## src/rtl/sr_cmd_seq.sv

```systemverilog
// Set/clear command sequencer: synchronizes and debounces two raw requests and
// issues non-overlapping s/r pulses. Optional macro: SR_CMD_SEQ_CONFLICT_CNT_EN.
module sr_cmd_seq #(
  parameter int unsigned DEBOUNCE = 4,
  parameter int unsigned PULSE_W  = 2,
  parameter bit          SET_PRIO = 1'b1
) (
  input  logic       clk,
  input  logic       rst,
  input  logic       set_in,
  input  logic       clr_in,
  output logic       s,
  output logic       r,
  output logic       busy,
  output logic       conflict,
`ifdef SR_CMD_SEQ_CONFLICT_CNT_EN
  output logic [7:0] conflict_cnt,
`endif
  output logic       q_exp
);

  typedef enum logic [1:0] {IDLE, PULSE_S, PULSE_R, GAP} state_e;

  localparam logic [7:0] DEB_LAST   = 8'(DEBOUNCE - 1);
  localparam logic [3:0] PULSE_LAST = 4'(PULSE_W - 1);

  // Bit 0 carries the set channel, bit 1 the clear channel.
  logic [1:0]      raw;
  logic [1:0]      sync1_q, sync1_d, sync2_q, sync2_d;
  logic [1:0]      deb_q, deb_d, deb_prev_q, deb_prev_d;
  logic [1:0][7:0] cnt_q, cnt_d;
  logic [1:0]      pend_q, pend_d, rise, clear;
  state_e          state_q, state_d;
  logic [3:0]      pcnt_q, pcnt_d;
  logic            s_q, s_d, r_q, r_d, conflict_q, conflict_d, q_exp_q, q_exp_d;
  logic            serve_ok;

  assign raw = {clr_in, set_in};

  // State register: every flop clears asynchronously so a pulse in flight is
  // cut off and its request discarded.
  // NOTE: sequential state uses non-blocking assignments only; mixing in
  // blocking writes here would create simulation/synthesis order mismatches.
  always_ff @(posedge clk or posedge rst) begin
    if (rst) begin
      sync1_q    <= '0;
      sync2_q    <= '0;
      deb_q      <= '0;
      deb_prev_q <= '0;
      cnt_q      <= '0;
      pend_q     <= '0;
      state_q    <= IDLE;
      pcnt_q     <= '0;
      s_q        <= 1'b0;
      r_q        <= 1'b0;
      conflict_q <= 1'b0;
      q_exp_q    <= 1'b0;
    end else begin
      sync1_q    <= sync1_d;
      sync2_q    <= sync2_d;
      deb_q      <= deb_d;
      deb_prev_q <= deb_prev_d;
      cnt_q      <= cnt_d;
      pend_q     <= pend_d;
      state_q    <= state_d;
      pcnt_q     <= pcnt_d;
      s_q        <= s_d;
      r_q        <= r_d;
      conflict_q <= conflict_d;
      q_exp_q    <= q_exp_d;
    end
  end

  // Synchronizer and debounce: the level flips only after DEBOUNCE
  // consecutive samples disagree with it.
  // NOTE: every combinational output gets a default before any branch so no
  // path leaves it unassigned, which would infer a latch.
  always_comb begin
    sync1_d    = raw;
    sync2_d    = sync1_q;
    deb_prev_d = deb_q;
    deb_d      = deb_q;
    cnt_d      = '0;
    for (int i = 0; i < 2; i++) begin
      if (sync2_q[i] != deb_q[i]) begin
        if (cnt_q[i] == DEB_LAST) deb_d[i] = sync2_q[i];
        else                      cnt_d[i] = cnt_q[i] + 8'd1;
      end
    end
  end

  assign rise     = deb_q & ~deb_prev_q;
  assign serve_ok = (state_q == IDLE) || (state_q == GAP);

  // Next-state logic. GAP arbitrates like IDLE, so a request pended during a
  // pulse follows the single gap cycle without an extra idle cycle.
  always_comb begin
    state_d = state_q;
    pcnt_d  = pcnt_q;
    clear   = '0;
    unique case (state_q)
      IDLE, GAP: begin
        state_d = IDLE;
        pcnt_d  = '0;
        if (&pend_q) begin
          state_d = SET_PRIO ? PULSE_S : PULSE_R;
          clear   = 2'b11;
        end else if (pend_q[0]) begin
          state_d = PULSE_S;
          clear   = 2'b01;
        end else if (pend_q[1]) begin
          state_d = PULSE_R;
          clear   = 2'b10;
        end
      end
      PULSE_S, PULSE_R: begin
        if (pcnt_q == PULSE_LAST) state_d = GAP;
        else                      pcnt_d  = pcnt_q + 4'd1;
      end
      default: state_d = IDLE;
    endcase
    pend_d = (pend_q & ~clear) | rise;
  end

  // Output logic: s/r are decoded from the next state so they register in
  // the same edge as the state, and can never both be high.
  always_comb begin
    s_d        = (state_d == PULSE_S);
    r_d        = (state_d == PULSE_R);
    conflict_d = serve_ok && (&pend_q);
    q_exp_d    = q_exp_q;
    if (state_d == PULSE_S && state_q != PULSE_S) q_exp_d = 1'b1;
    if (state_d == PULSE_R && state_q != PULSE_R) q_exp_d = 1'b0;
  end

  assign s        = s_q;
  assign r        = r_q;
  assign conflict = conflict_q;
  assign q_exp    = q_exp_q;
  assign busy     = (state_q != IDLE);

`ifdef SR_CMD_SEQ_CONFLICT_CNT_EN
  logic [7:0] ccnt_q, ccnt_d;

  always_comb begin
    ccnt_d = ccnt_q;
    if (conflict_d && ccnt_q != 8'hFF) ccnt_d = ccnt_q + 8'd1;
  end

  always_ff @(posedge clk or posedge rst) begin
    if (rst) ccnt_q <= '0;
    else     ccnt_q <= ccnt_d;
  end

  assign conflict_cnt = ccnt_q;
`endif

endmodule

```

## config.mk

```make
export PLATFORM = sky130hd
export DESIGN_NAME = sr_cmd_seq
export DESIGN_NICKNAME = d
export VERILOG_FILES = /design/src/rtl/sr_cmd_seq.sv
export SDC_FILE = /design/constraint.sdc
export NUM_CORES = 1
export LEC_CHECK = 0
export ABC_AREA = 1
export CAP_MARGIN = 20
export CORE_MARGIN = 5
export CORE_UTILIZATION = 60
export DETAILED_ROUTE_END_ITERATION = 10
export PLACE_DENSITY_LB_ADDON = 0.2
export SLEW_MARGIN = 5
export SYNTH_ARGS = -nofsm -noshare
export SYNTH_HDL_FRONTEND = slang
export SYNTH_SLANG_ARGS = --single-unit
export TNS_END_PERCENT = 5
```

## constraint.sdc

```tcl
create_clock -name clk -period 4.1 [get_ports clk]
set_input_delay 0.41 -clock clk [delete_from_list [all_inputs] [get_ports clk]]
set_output_delay 0.41 -clock clk [all_outputs]
set_load 0.01 [all_outputs]
```

After elaboration in Yosys (flattened, before gate mapping)
Index checks and enable logic that the tools add are counted.
{ "classes": {"bitwise_logic": 5, "n_reduce_logical": 12, "n_addsub": 3, "n_eq_ne": 13, "muxes": 15} }
{ "ops": {"columns": ["op", "count"], "rows": [
  ["two-way mux 8 bit", 4],
  ["adder 8 x 1 -> 8 bit, second input constant", 2],
  ["== test 8 x 2 -> 1 bit, second input constant", 2],
  ["two-way mux 2 bit", 6],
  ["one-hot mux 4 bit (2 select lines)", 1],
  ["== test 2 bit, second input constant", 3],
  ["AND reduction 2 bit", 3],
  ["adder 4 x 1 -> 4 bit, second input constant", 1],
  ["bitwise AND 2 bit", 2],
  ["== test 2 x 1 -> 1 bit, second input constant", 2],
  ["== test 4 x 1 -> 1 bit, second input constant", 1],
  ["two-way mux 4 bit", 1],
  ["inequality test 2 bit, second input constant", 2],
  ["inverter 2 bit", 2],
  ["one-hot mux 2 bit (2 select lines)", 1],
  ["nonzero test 2 bit", 2],
  ["OR reduction 2 bit", 2],
  ["logical AND 1 bit", 3],
  ["logical NOT 2 bit", 1],
  ["two-way mux 1 bit", 2],
  ["inequality test 1 bit", 2],
  ["inequality test 2 x 1 -> 1 bit, second input constant", 1],
  ["bitwise OR 2 bit", 1],
  ["logical OR 1 bit", 1]
]} }
{ "word_totals": {"out_inout_bits": 5, "word_cells": 62, "input_bits": 4, "reg_bits": 36} }

Longest topological paths before layout
Gate-level depths: netlist of the first run.
{ "logic_depth": {"word_depth": 8, "ltp_mapped": 8} }

Worst setup path after synthesis of the first run
OpenSTA, ideal clock, no wires.
{ "synth_timing": {"path_type": "register -> register", "start": "register state_q[0]", "end": "register q_exp_q, in the netlist q_exp", "period_less_slack_ns": 1.317, "slack_ns": 2.783, "arrival_ns": 1.200, "n_path_buf": 0, "path_stages_with_launch": 9, "cell_sequence": "dfrtp_1 > inv_1 > ha_1 > inv_2 > nand2_1 > nand2_1 > nand4_1 > nand2_1 > nand2_1"} }
{ "synth_via": {"elab_chain_len": 6, "elab_cells_between_ends": 16, "classes_between": "eq/ne: 7; mux: 3; reduce/logical: 6"} }
{ "synth_lines": {"columns": ["element", "line", "rtl"], "rows": [
  ["from (decl)", "33", "state_e state_q, state_d;"],
  ["from (signal assigned)", "65", "state_q <= state_d;"],
  ["== test 2 x 1 -> 1 bit (tied with other cells)", "101", "unique case (state_q)"],
  ["OR reduction 2 bit", "101", null],
  ["one-hot mux 2 bit (2 select lines)", "101", null],
  ["== test 2 bit / == test 2 x 1 -> 1 bit (equally long branches)", "133, 132", null],
  ["logical AND 1 bit (on tied branches)", "133, 132", null],
  ["two-way mux 1 bit / nonzero test 2 bit (equally long branches)", null, null],
  ["to (signal assigned)", "70", "q_exp_q <= q_exp_d;"],
  ["to (decl)", "35", "logic s_q, s_d, r_q, r_d, conflict_q, conflict_d, q_exp_q, q_exp_d;"]
]} }
Several ways; a longest one is shown, not always the timed one.
A chain may end at the register's enable or synchronous reset.

Worst setup path after layout of the first run
{ "layout_timing": {"start": "register state_q[0]", "end": "output port busy"} }
{ "layout_via": {"elab_chain_len": 1} }
{ "layout_lines": {"columns": ["element", "line", "rtl"], "rows": [
  ["nonzero test 2 bit", "140", "assign busy = (state_q != IDLE);"],
  ["to (decl)", "14", "output logic busy,"]
]} }
No other way between the ends.

==> flow_summary.yaml, run 1 <==
outcome:
  outcome: "complete, no violations"
logic_synthesis:
  syn_area_mm2: 0.00163
  synthDistinctLibCells: 23
  yosys_warnings: 0
  post_synth_inst_count: 169
  yosys_register_bits: 36
  syn_avg_cell_area_um2: 9.62
  yosysSeqAreaShare: 0.554
  synth_fp_nets: 180
global_route:
  grt_max_degree: 20
  grt_antenna_before_repair: 0
  grt.total_usage: 0.169
  grt_pass1_wl_um: 4640
  grt_pass1_vias: 1104
  overflow: 0
pwr:
  irDropWorstVdd_uv: 452
  p_leak_nw: 0.882
  power_density_mw_per_mm2: 622
place:
  dp.cells: 208
  place_congestion: 0.772
  place_hpwl_um: 2000
  port_buffers: 8
  dp_slack_ns: 2.48
sta:
  whs_ns: 0.358
  slew_headroom: 0.556
  fmax_mhz: 506
  fin_crit_sh: 0.482
  tns_ns: 0
  layout_setup_ws_ns: 2.13
  hold_viol_final: 0
  grt_setup_unrepaired: "no"
  clock_skew_ns: 0.0120
  slew_viol_final: 0
  setup_viol_count_final: 0
  worst_pin_slew_ns: 0.665
  min_period_ns: 1.97
clocking:
  cts_buffer_depth: 2
  cts_sinks: 36
  root_buffer: "clkbuf_4"
  clkSlewWorstSetupHoldPaths_ns: 0.10
  htreeDepth: 2
  cts_inserted_buffers: 5
  cts_resized: 0
  post_cts_buffers: 0
  postCtsHoldBufs: 0
  cts_tree: "yes"
  clock_latency_ns: 0.32
detailed_routing:
  viasPerCell: 5.24
  drt-initial-drc-count: 39
  vias: 1126
  ant_nets: 0
  drc: 0
  totalWireLength_um: 2600
  dr.pass1.iters: 4
  wl_per_cell_um: 12.1
floorplanning:
  core_mm2: 0.00254
  die_w_um: 62.0
  io_pins: 9
  dieArea_mm2: 0.00385
  initial_core_util: 0.639
  std_cell_rows: 18
  die_h_um: 62.0
finish:
  finalNetCount: 196
  fin_cells: 215
  post_route_cells_drive_above_1_share: 0.135
  fillCellCount: 199
  final_core_util: 0.713
  diodes: 0
  area_delta_synth_final_pct: 11.7
setup_path:
  endpoint_kind: "primary output"
  cp_data_arrival_time_ns: 1.56
  cp.required_ns: 3.69
  worstSetupPathType: "flip-flop to primary output"
  start_kind: "flip-flop"
  path_max_fanout: 3
min_path:
  hold_class: "flip-flop to flip-flop"
flow_run:
  cap_violations: 0
-- cells by family after synthesis --
family,Yosys count,synth area share
compound gates,8,0.0300
xor+xnor,9,0.0531
fa+ha+maj,7,0.0539
simple gates,83,0.249
buf+inv,26,0.0601
flops,36,0.554
-- layout make-up --
type / instances / area, um^2 / area share
clock buffers: 7 / 65.1 / 0.0358
inverters: 26 / 97.6 / 0.0538
multi-input cells: 107 / 627 / 0.345
flip-flops and latches: 36 / 901 / 0.496
well taps: 30 / 37.5 / 0.0207
repair buffers: 9 / 87.6 / 0.0482
-- final timing paths --
path | depth (start not counted) | end | slack [ns] | start
worst min-delay path | 0 | sync2_q[1]$_DFF_PP0_ | 0.36 | sync1_q[1]$_DFF_PP0_
worst min register to register | 0 | sync2_q[1]$_DFF_PP0_ | 0.36 | sync1_q[1]$_DFF_PP0_
min in group asynchronous | 2 | pend_q[1]$_DFF_PP0_ | 0.47 | rst
max in group asynchronous | 3 | cnt_q[1]$_DFF_PP0_ | 2.94 | rst
worst max register to register | 8 | q_exp$_DFFE_PP0P_ | 2.61 | state_q[0]$_DFF_PP0_
worst max-delay path | 4 | busy | 2.13 | state_q[0]$_DFF_PP0_
-- sequential cells by signal (all words and copies together), names as in the netlist --
| signal | flops |
|---|---|
| conflict | 1 |
| q_exp | 1 |
| r | 1 |
| state_q | 2 |
| sync2_q | 2 |
| deb_prev_q | 2 |
| sync1_q | 2 |
| pend_q | 2 |
| deb_prev_d | 2 |
| pcnt_q | 4 |
| cnt_q | 16 |
| s | 1 |
-- metrics by stage --
| step | power (mW) | cell area (um^2) |
|---|---|---|
| after floorplan | 0.818 | 1630 |
| final | 1.13 | 1820 |
| after global routing | 1.22 | 1820 |
| after detailed placement | 0.945 | 1750 |
| after global placement | 0.915 | 1750 |
| after CTS | 1.15 | 1820 |
-- power breakdown --
part	leakage, nW	switching [mW]	internal (mW)
sequential	0.468	0.0622	0.442
combinational	0.376	0.258	0.167
clock	0.0374	0.103	0.0972
-- worst max-delay path, cell delays in order, from the launching register on --
cell	delay (ns)
dfrtp_1	0.38
inv_1	0.08
ha_1	0.20
inv_1	0.05
clkdlybuf4s50_1	0.52
-- layout by cell type (no fill, tap or decap), drive strengths merged --
master and count:
nand4 3, nor2 24, buf 1, nand3 10
inv 26, a31o 1, a31oi 1, clkbuf 7
xnor2 5, o22ai 3, clkdlybuf4s50 8, nor3 7
nand2 36, nor3b 3, o21ai 2, ha 7
a21oi 1, xor2 4, dfrtp 36
-- cells in the mapped netlist --
library cell   n  area (um^2)
nor2_1        19         71.3
a31o_2         1         8.76
nor3b_1        3         22.5
xor2_1         4         35.0
nor2_4         2         22.5
nand3_1        8         40.0
nor2_2         3         18.8
dfrtp_1       36          901
a31oi_1        1         6.26
nor3_2         2         20.0
xnor2_1        4         35.0
xnor2_2        1         16.3
nand2_1       32          120
ha_1           7         87.6
nand3_2        2         20.0
inv_2          2         7.51
a21oi_1        1         5.00
o21ai_0        2         10.0
nand2_2        4         25.0
nand4_1        3         18.8
nor3_1         5         25.0
inv_1         24         90.1
o22ai_1        3         18.8
-- per-layer routing --
layer	part of all wire	up-vias	routed length, um	GRT usage
li1	-	570	-	-
met1	0.43	527	1130	0.209
met2	0.50	20	1300	0.272
met3	0.038	9	100	0.0434
met4	0.029	0	76	0.0909
met5	0	-	0	0
Note: power is estimated with default switching activity, not from simulation.
==> run 2, diff against run 1 <==
--- a/config.mk
+++ b/config.mk
@@ -8,7 +8,7 @@
 export ABC_AREA = 1
 export CAP_MARGIN = 20
 export CORE_MARGIN = 5
-export CORE_UTILIZATION = 60
+export CORE_UTILIZATION = 58
 export DETAILED_ROUTE_END_ITERATION = 10
 export PLACE_DENSITY_LB_ADDON = 0.2
 export SLEW_MARGIN = 5
==> constraint.sdc (replaced) <==
create_clock -name clk -period 1.9 [get_ports clk]
set_input_delay 0.19 -clock clk [delete_from_list [all_inputs] [get_ports clk]]
set_output_delay 0.19 -clock clk [all_outputs]
set_load 0.01 [all_outputs]
==> flow_summary.yaml, run 2 (synthesis results as in run 1) <==
sta:
  hold_viol_final: 0
  slew_headroom: 0.716
  layout_setup_ws_ns: 0.170
  min_period_ns: 1.73
  worst_pin_slew_ns: 0.425
  fmax_mhz: 578
  setup_viol_count_final: 0
  grt_setup_unrepaired: "no"
  whs_ns: 0.245
  fin_crit_sh: 0.911
  clock_skew_ns: 0.0116
  slew_viol_final: 0
  tns_ns: 0
setup_path:
  start_kind: "flip-flop"
  path_max_fanout: 3
  endpoint_kind: "primary output"
  cp_data_arrival_time_ns: 1.54
  cp.required_ns: 1.71
  worstSetupPathType: "flip-flop to primary output"
detailed_routing:
  wl_per_cell_um: 11.2
  vias: 1095
  viasPerCell: 5.07
  drt-initial-drc-count: 55
  dr.pass1.iters: 4
  ant_nets: 0
  drc: 0
  totalWireLength_um: 2410
clocking:
  cts_inserted_buffers: 5
  clock_latency_ns: 0.33
  cts_tree: "yes"
  root_buffer: "clkbuf_4"
  post_cts_buffers: 0
  cts_sinks: 36
  htreeDepth: 2
  cts_resized: 0
  cts_buffer_depth: 2
  clkSlewWorstSetupHoldPaths_ns: 0.11
  postCtsHoldBufs: 0
pwr:
  total_power_mw: 2.42
  power_switching_mw: 0.897
  power_density_mw_per_mm2: 1330
  p_seq_frac: 0.447
  clkPwrFrac: 0.181
  p_leak_nw: 0.882
  internal_power_mw: 1.52
  p_comb_frac: 0.372
  switching_share: 0.371
  irDropWorstVdd_uv: 955
floorplanning:
  die_h_um: 62.9
  die_w_um: 62.9
  std_cell_rows: 19
  initial_core_util: 0.600
  dieArea_mm2: 0.00396
  core_mm2: 0.00271
  io_pins: 9
global_route:
  grt.total_usage: 0.138
  grt_pass1_vias: 1100
  grt_antenna_before_repair: 0
  grt_pass1_wl_um: 4310
  overflow: 0
  grt_max_degree: 37
finish:
  post-route-cell-area_mm2: 0.00182
  finalNetCount: 196
  area_delta_synth_final_pct: 11.8
  regMostFlops: "cnt_q"
  diodes: 0
  fillCellCount: 225
  final_cell_mix: "36 x dfrtp_1, 32 x nand2_1, 24 x inv_1, 19 x nor2_1"
  post_route_cells_drive_above_1_share: 0.135
  reg_top3: "cnt_q: 16 flops, pcnt_q: 4 flops"
  final_common_cell: "dfrtp_1"
  largest_reg_flops: 16
place:
  place_congestion: 0.836
  dp_slack_ns: 0.450
  place_hpwl_um: 1780
  placed_area_mm2: 0.00175
  port_buffers: 8
min_path:
  hold_class: "primary input to asynchronous set/reset pin"
outcome:
  outcome: "complete, no violations"
flow_run:
  cap_violations: 0
## run 2: cell counts in the layout (fill, tap and decap cells not counted)
Identical to the previous run, type by type.
## run 2: final cells by class
type | instances | area, um^2 | area share
Clock buffer | 7 | 65.1 | 0.0358
Inverter | 26 | 97.6 | 0.0537
Multi-Input combinational cell | 107 | 627 | 0.345
Sequential cell | 36 | 901 | 0.496
Tap cell | 31 | 38.8 | 0.0213
Timing Repair Buffer | 9 | 87.6 | 0.0482
## run 2: routing by layer
| layer | GRT usage | share of wire | wire length [um] | up-vias |
|---|---|---|---|---|
| met5 | 0 | 0 | 0 | - |
| li1 | - | - | - | 562 |
| met4 | 0.0743 | 0.015 | 36 | 0 |
| met2 | 0.229 | 0.48 | 1160 | 12 |
| met3 | 0.0450 | 0.035 | 84 | 4 |
| met1 | 0.156 | 0.47 | 1140 | 517 |
## run 2: critical path, cell delays in order, from the launching register on
cell and delay (ns):
dfrtp_1 0.40, inv_1 0.07, ha_1 0.18, inv_1 0.05, clkdlybuf4s50_1 0.52
## run 2: power by group through the flow
stage	Clock, mW	Combinational, mW	Sequential, mW
finish	0.438	0.901	1.08
global route	0.497	1.02	1.11
CTS	0.458	0.915	1.08
detailed placement	0	0.909	1.10
global placement	0	0.879	1.09
floorplan	0	0.677	1.09
## run 2: final timing paths
check	endpoint	start	slack [ns]	cells after the start
max	busy	state_q[1]$_DFF_PP0_	0.17	4
min	pend_q[1]$_DFF_PP0_	rst	0.24	3
max reg2reg	pcnt_q[0]$_DFFE_PP0P_	state_q[1]$_DFF_PP0_	0.44	6
min reg2reg	sync2_q[0]$_DFF_PP0_	sync1_q[0]$_DFF_PP0_	0.36	0
max in group asynchronous	cnt_q[7]$_DFF_PP0_	rst	1.35	3
min in group clk	sync1_q[1]$_DFF_PP0_	clr_in	0.29	1
## run 2: per-stage QoR
stage,std cells,util
2_1_floorplan,169,-
3_3_place_gp,209,0.646
3_5_place_dp,209,0.646
4_1_cts,216,0.670
5_1_grt,216,0.670
6_report,216,0.670
